### src/rtl/wb_cmd_master.sv
// rtl/wb_cmd_master.sv - single-outstanding Wishbone pipelined master driven by a valid/ready command stream
// Optional bus timeout abort is compiled in with `define WB_MASTER_TIMEOUT_EN.
module wb_cmd_master #(
  parameter int ADDR_WIDTH     = 2,
  parameter int DATA_WIDTH     = 32,
  parameter int TIMEOUT_CYCLES = 255
) (
  input  logic                  i_clk,
  input  logic                  i_reset,
  input  logic                  i_cmd_valid,
  output logic                  o_cmd_ready,
  input  logic                  i_cmd_we,
  input  logic [ADDR_WIDTH-1:0] i_cmd_addr,
  input  logic [DATA_WIDTH-1:0] i_cmd_data,
  output logic                  o_rsp_valid,
  output logic [DATA_WIDTH-1:0] o_rsp_data,
  output logic                  o_rsp_err,
  output logic                  o_wb_cyc,
  output logic                  o_wb_stb,
  output logic                  o_wb_we,
  output logic [ADDR_WIDTH-1:0] o_wb_addr,
  output logic [DATA_WIDTH-1:0] o_wb_data,
  input  logic                  i_wb_ack,
  input  logic                  i_wb_stall,
  input  logic [DATA_WIDTH-1:0] i_wb_data
);

  if (TIMEOUT_CYCLES < 1 || TIMEOUT_CYCLES > 65535) begin : g_bad_timeout
    $error("wb_cmd_master: TIMEOUT_CYCLES must be 1..65535");
  end

  typedef enum logic [1:0] {
    S_IDLE = 2'd0,
    S_REQ  = 2'd1,
    S_ACK  = 2'd2
  } state_t;

  state_t                state, state_next;
  logic                  cmd_ready_next;
  logic                  rsp_valid_next;
  logic                  rsp_err_next;
  logic [DATA_WIDTH-1:0] rsp_data_next;
  logic                  cyc_next;
  logic                  stb_next;
  logic                  we_next;
  logic [ADDR_WIDTH-1:0] addr_next;
  logic [DATA_WIDTH-1:0] wdata_next;
  logic                  complete;
  logic                  expire;

  // An ack only counts once the strobe has been taken (stall low) or in ACK.
  always_comb begin
    complete = 1'b0;
    if (state == S_REQ)
      complete = !i_wb_stall && i_wb_ack;
    else if (state == S_ACK)
      complete = i_wb_ack;
  end

`ifdef WB_MASTER_TIMEOUT_EN
  localparam logic [15:0] TIMEOUT_LIMIT = 16'(TIMEOUT_CYCLES);

  logic [15:0] tmo_cnt;
  logic [15:0] tmo_cnt_inc;

  assign tmo_cnt_inc = tmo_cnt + 16'd1;
  // Completion takes priority, so an ack on the expiry edge still finishes normally.
  assign expire = (state != S_IDLE) && !complete && (tmo_cnt_inc == TIMEOUT_LIMIT);

  always_ff @(posedge i_clk or posedge i_reset) begin
    if (i_reset)
      tmo_cnt <= '0;
    else if (state == S_IDLE)
      tmo_cnt <= '0;
    else if (!complete)
      tmo_cnt <= tmo_cnt_inc;
  end
`else
  assign expire = 1'b0;
`endif

  always_comb begin
    state_next     = state;
    cmd_ready_next = 1'b0;
    rsp_valid_next = 1'b0;
    rsp_err_next   = 1'b0;
    rsp_data_next  = o_rsp_data;
    cyc_next       = o_wb_cyc;
    stb_next       = o_wb_stb;
    we_next        = o_wb_we;
    addr_next      = o_wb_addr;
    wdata_next     = o_wb_data;

    case (state)
      S_IDLE: begin
        cmd_ready_next = 1'b1;
        if (i_cmd_valid) begin
          state_next     = S_REQ;
          cmd_ready_next = 1'b0;
          cyc_next       = 1'b1;
          stb_next       = 1'b1;
          we_next        = i_cmd_we;
          addr_next      = i_cmd_addr;
          wdata_next     = i_cmd_data;
        end
      end
      S_REQ: begin
        if (!i_wb_stall) begin
          stb_next   = 1'b0;
          state_next = S_ACK;
        end
      end
      S_ACK: begin
        state_next = S_ACK;
      end
      default: begin
        state_next     = S_IDLE;
        cmd_ready_next = 1'b1;
        cyc_next       = 1'b0;
        stb_next       = 1'b0;
      end
    endcase

    if (complete) begin
      state_next     = S_IDLE;
      cmd_ready_next = 1'b1;
      cyc_next       = 1'b0;
      stb_next       = 1'b0;
      rsp_valid_next = 1'b1;
      rsp_data_next  = o_wb_we ? '0 : i_wb_data;
    end else if (expire) begin
      state_next     = S_IDLE;
      cmd_ready_next = 1'b1;
      cyc_next       = 1'b0;
      stb_next       = 1'b0;
      rsp_valid_next = 1'b1;
      rsp_err_next   = 1'b1;
      rsp_data_next  = '0;
    end
  end

  always_ff @(posedge i_clk or posedge i_reset) begin
    if (i_reset) begin
      state       <= S_IDLE;
      o_cmd_ready <= 1'b1;
      o_rsp_valid <= 1'b0;
      o_rsp_err   <= 1'b0;
      o_rsp_data  <= '0;
      o_wb_cyc    <= 1'b0;
      o_wb_stb    <= 1'b0;
      o_wb_we     <= 1'b0;
      o_wb_addr   <= '0;
      o_wb_data   <= '0;
    end else begin
      state       <= state_next;
      o_cmd_ready <= cmd_ready_next;
      o_rsp_valid <= rsp_valid_next;
      o_rsp_err   <= rsp_err_next;
      o_rsp_data  <= rsp_data_next;
      o_wb_cyc    <= cyc_next;
      o_wb_stb    <= stb_next;
      o_wb_we     <= we_next;
      o_wb_addr   <= addr_next;
      o_wb_data   <= wdata_next;
    end
  end

endmodule
### config.mk
export PLATFORM = sky130hd
export DESIGN_NAME = wb_cmd_master
export DESIGN_NICKNAME = d
export VERILOG_FILES = /design/src/rtl/wb_cmd_master.sv
export SDC_FILE = /design/constraint.sdc
export NUM_CORES = 1
export LEC_CHECK = 0
export CORE_MARGIN = 3
export CORE_UTILIZATION = 44
export DETAILED_ROUTE_END_ITERATION = 16
export GPL_TIMING_DRIVEN = 0
export HOLD_SLACK_MARGIN = 0.1
export PLACE_DENSITY_LB_ADDON = 0.08
export SLEW_MARGIN = 20
export SYNTH_ARGS = -nofsm -noshare
export SYNTH_HDL_FRONTEND = slang
export SYNTH_SLANG_ARGS = --single-unit
### constraint.sdc
create_clock -name i_clk -period 6 [get_ports i_clk]
set_input_delay 1.5 -clock i_clk [delete_from_list [all_inputs] [get_ports i_clk]]
set_output_delay 1.5 -clock i_clk [all_outputs]
set_load 0.01 [all_outputs]
; ---- Word-level counts from Yosys, hierarchy flattened
; Cells that the tools add are included.
[word_totals]
reg_bits = 73
[classes]
n_eq_ne = 6
mux = 17
n_reduce_logical = 8
[op_table]
columns = cell, count
row1 = $mux W32, 1
row2 = $mux W1, 9
row3 = $mux W2, 3
row4 = $ne A3 B3 Y1 const B, 2
row5 = $pmux W2 S3, 1
row6 = $reduce_and A2 Y1, 3
row7 = $pmux W1 S2, 2
row8 = $pmux W1 S3, 1
row9 = $reduce_and A3 Y1, 1
row10 = $eq A2 B1 Y1 const B, 1
row11 = $eq A2 B2 Y1 const B, 1
row12 = $logic_not A2 Y1, 1
row13 = $ne A2 B1 Y1 const B, 1
row14 = $ne A2 B2 Y1 const B, 1
row15 = $reduce_or A2 Y1, 1
row16 = $logic_and A1 B1 Y1, 1
row17 = $logic_not A1 Y1, 1

; ---- Depth between registers and ports, before layout
[logic_depth]
word_depth = 5
depth_mapped = 8
ltp_nobuf = 6

; ---- Least setup slack after synthesis
; OpenSTA, ideal clock, no wires.
[synth_timing]
path_kind = in2reg
from = input i_cmd_valid
to = register o_wb_stb
setup_ns = 0.125
t_arrival_ns = 2.266
setup_slack_ns = 3.610
path_stages = 4
path_cell_list = and2b_1 -> nor2_1 -> o211ai_1 -> mux2_2
[synth_via]
elab_chain_len = 2
[synth_lines]
columns = element, line_no
row1 = start: declaration, 10  ; input logic i_cmd_valid,
row2 = $ne A3 B3 Y1 (no source line), n/a
row3 = $reduce_and A3 Y1 (no source line), n/a
row4 = end signal: assignment, 161  ; o_wb_stb <= stb_next;
row5 = end: declaration, 19  ; output logic o_wb_stb,
; No other way between the ends.
; A chain may end at the register's enable or synchronous reset.

; ---- Final worst setup path
[layout_timing]
from = register o_cmd_ready
to = output o_cmd_ready
[layout_rtl]
columns = element, line_no
row1 = start: declaration, 11  ; output logic o_cmd_ready,
row2 = start signal: assignment, 156  ; o_cmd_ready <= cmd_ready_next;
; No word-level cell between the ends.

==> results.toml <==
[worst_setup_path]
worstReg2RegStart = "state[1]"
reg2reg_depth = 6
cpLargestDelayFamily = "buffers and inverters"
crit_slowest_cell = "clkdlybuf4s50_1"
r2r_slack_ns = 4.27
r2r-end = "o_rsp_data[29]"
cp_num_buf_inv = 1
crit_chain = "clkdlybuf4s50_1"
crit_path_end_kind = "primary output"
cp.required_ns = 4.50
worst_ep_arrival_time_ns = 1.40
worst_path_largest_cell_delay_ns = 0.55
worstPathMaxFanout = 1
cp-start-kind = "register"
crit_type = "reg -> out"

[placement]
portBuffers = 142
place_congestion = 0.7403
pre_cts_slack_ns = 2.989
dp_hpwl_um = 5592

[global_route]
grt.overflow.total = 0
grt_pass1_wl_um = 11640
antenna_found_initial = 0
grt_use_total_pct = 19.42
grt_pass1_vias = 2423
grt_max_degree = 38

[timing]
fin_crit_sh_pct = 48.31
setup_violations = 0
rsz0062_at_grt = "no"
max_freq_mhz = 345.0
fin_skew_ns = 0.008676
finalMaxSlewViolations = 0
finalCriticalPeriod_ns = 2.899
setup_slack_ns = 3.101
fin_hold_ws_ns = 0.4807
tns_ns = 0
hold_viol = 0

[clock_network]
cts_tree = "yes"
ctsResizeCount = 0
cts-root-buf = "clkbuf_8"
numCtsBuffers = 9
cts.sinks = 73
clk_latency_ns = 0.34
h-tree-depth = 3
hold_buffers = 0
cts_buffer_depth = 2
clk_pin_slew_ns = 0.07
post_cts_buffers = 0

[die]
core_um2 = 6531
ios = 144
die_y_um = 89.15
start_util_pct = 46.57
placementRows = 29
dieArea_um2 = 7947
die_w_um = 89.15

[outcome]
status = "finished, final reports clean"

[layout]
drive_gt1_share_pct = 17.89
antenna_cells = 0
final_nets = 479
area_delta_synth_final_pct = 56.36
final_core_util_pct = 72.82

[pwr]
p_per_area_nw_per_um2 = 514.4
power_leakage_nw = 2.050
vdd.ir_drop.worst_mv = 0.3229

[synth]
ys_types = 24
async_flop_share_pct = 100.0
synth_edf_count = 0
synth_fp_nets = 325
ys_seq_area_share_pct = 60.10
avgSynthCellArea_um2 = 12.22
syn_area_um2 = 3042
synth_top_flop_cell = "dfrtp_1"
syn_inst = 249
yosysWarnings = 0
ys_seq_elements = 73

[worst_hold_path]
hold_end = "o_rsp_data[25]"
holdCritStartpoint = "o_rsp_data[25]"
holdPathStages = 2
min_path_type = "reg -> reg"

[detailed_routing]
viasPerCell = 4.833
drt_iter0_drc = 76
ant_nets = 0
dr.pass1.iters = 4
routed_wl_um = 7367
wl_per_cell_um = 15.19
drc_errors = 0
num_vias = 2344

[job]
maxCapViolations = 0
## how the worst max path moves through the flow
stage | start | end | slack [ns] | cells after the start
global placement | i_reset | o_wb_data[21] | 1.40 | 2
global route | o_cmd_ready | o_cmd_ready | 3.05 | 1
CTS | o_cmd_ready | o_cmd_ready | 3.07 | 1
detailed placement | i_wb_stall | o_rsp_data[29] | 2.99 | 5
floorplan | i_reset | o_rsp_data[0] | 2.65 | 1
finish | o_cmd_ready | o_cmd_ready | 3.10 | 1
## sequential cells by signal (all words and copies together) (netlist names)
register,count
o_wb_addr,2
o_wb_stb,1
o_rsp_data,32
o_wb_cyc,1
o_wb_data,32
o_cmd_ready,1
o_rsp_valid,1
o_wb_we,1
state,2
## area by class of cell
type                       count  area (um2)
sequential                    73        1828
fill                         510        1775
timing repair buffer         143        1441
multi-input combinational    157        1094
clock buffer                  13       158.9
buffer                        14       101.3
tap                           77       96.34
inverter                       5       21.27
clock inverter                 3       15.01
## kinds of logic after synthesis
group | count (synthesis) | share of synthesized area (%)
flops | 73 | 60.10
mux | 37 | 13.70
compound gates | 40 | 7.980
buf+inv | 19 | 3.949
simple gates | 75 | 12.51
fa+ha+maj | 4 | 1.645
other cells | 1 | 0.1233
## Yosys cell counts (3+ instances only)
library cell	instances	area, um2
buf_2	3	15.01
buf_6	4	45.04
clkbuf_1	5	18.77
dfrtp_1	72	1802
ha_1	4	50.05
inv_1	5	18.77
mux2_2	37	416.7
nand2_1	36	135.1
nand2b_1	32	200.2
nor2_1	3	11.26
o21ai_0	29	145.1
o21ai_2	7	61.31
## where the power goes
| group | total, mW | leakage (nW) | switching (mW) | internal (mW) |
|---|---|---|---|---|
| clock | 0.343 | 0.0932 | 0.172 | 0.171 |
| combinational | 1.23 | 1.06 | 0.504 | 0.730 |
| sequential | 0.870 | 0.900 | 0.125 | 0.745 |
| total | 2.45 | 2.05 | 0.800 | 1.65 |
## cell usage in the layout, fill, tap and decap left out, drive strengths merged
| cell type | n |
|---|---|
| nor2 | 3 |
| buf | 10 |
| ha | 4 |
| clkinv | 3 |
| o21ai | 37 |
| nand2 | 37 |
| inv | 5 |
| and2b | 1 |
| a21boi | 1 |
| mux2 | 37 |
| clkdlybuf4s50 | 142 |
| conb | 1 |
| clkbuf | 18 |
| nand2b | 32 |
| a21oi | 1 |
| o211ai | 1 |
| dfstp | 1 |
| nor2b | 2 |
| dfrtp | 72 |
## metrics by stage
| step | power (mW) | cells | cell area [um2] |
|---|---|---|---|
| 2_1_floorplan | 1.471 | 249 | 3042 |
| 3_3_place_gp | 2.090 | 468 | 4559 |
| 3_5_place_dp | 2.135 | 469 | 4582 |
| 4_1_cts | 2.481 | 485 | 4756 |
| 5_1_grt | 2.629 | 485 | 4756 |
| 6_report | 2.446 | 485 | 4756 |
## per-layer routing
layer | share of wire, % | wire length [um] | vias to the layer above | GRT usage (%)
met5 | 0 | 0 | - | 0
met4 | 2.1 | 155 | 0 | 7.713
met3 | 6.7 | 490 | 14 | 6.083
met2 | 52 | 3860 | 81 | 32.48
met1 | 39 | 2862 | 1123 | 23.36
li1 | - | - | 1126 | -
Note: power is estimated with default switching activity, not from simulation.
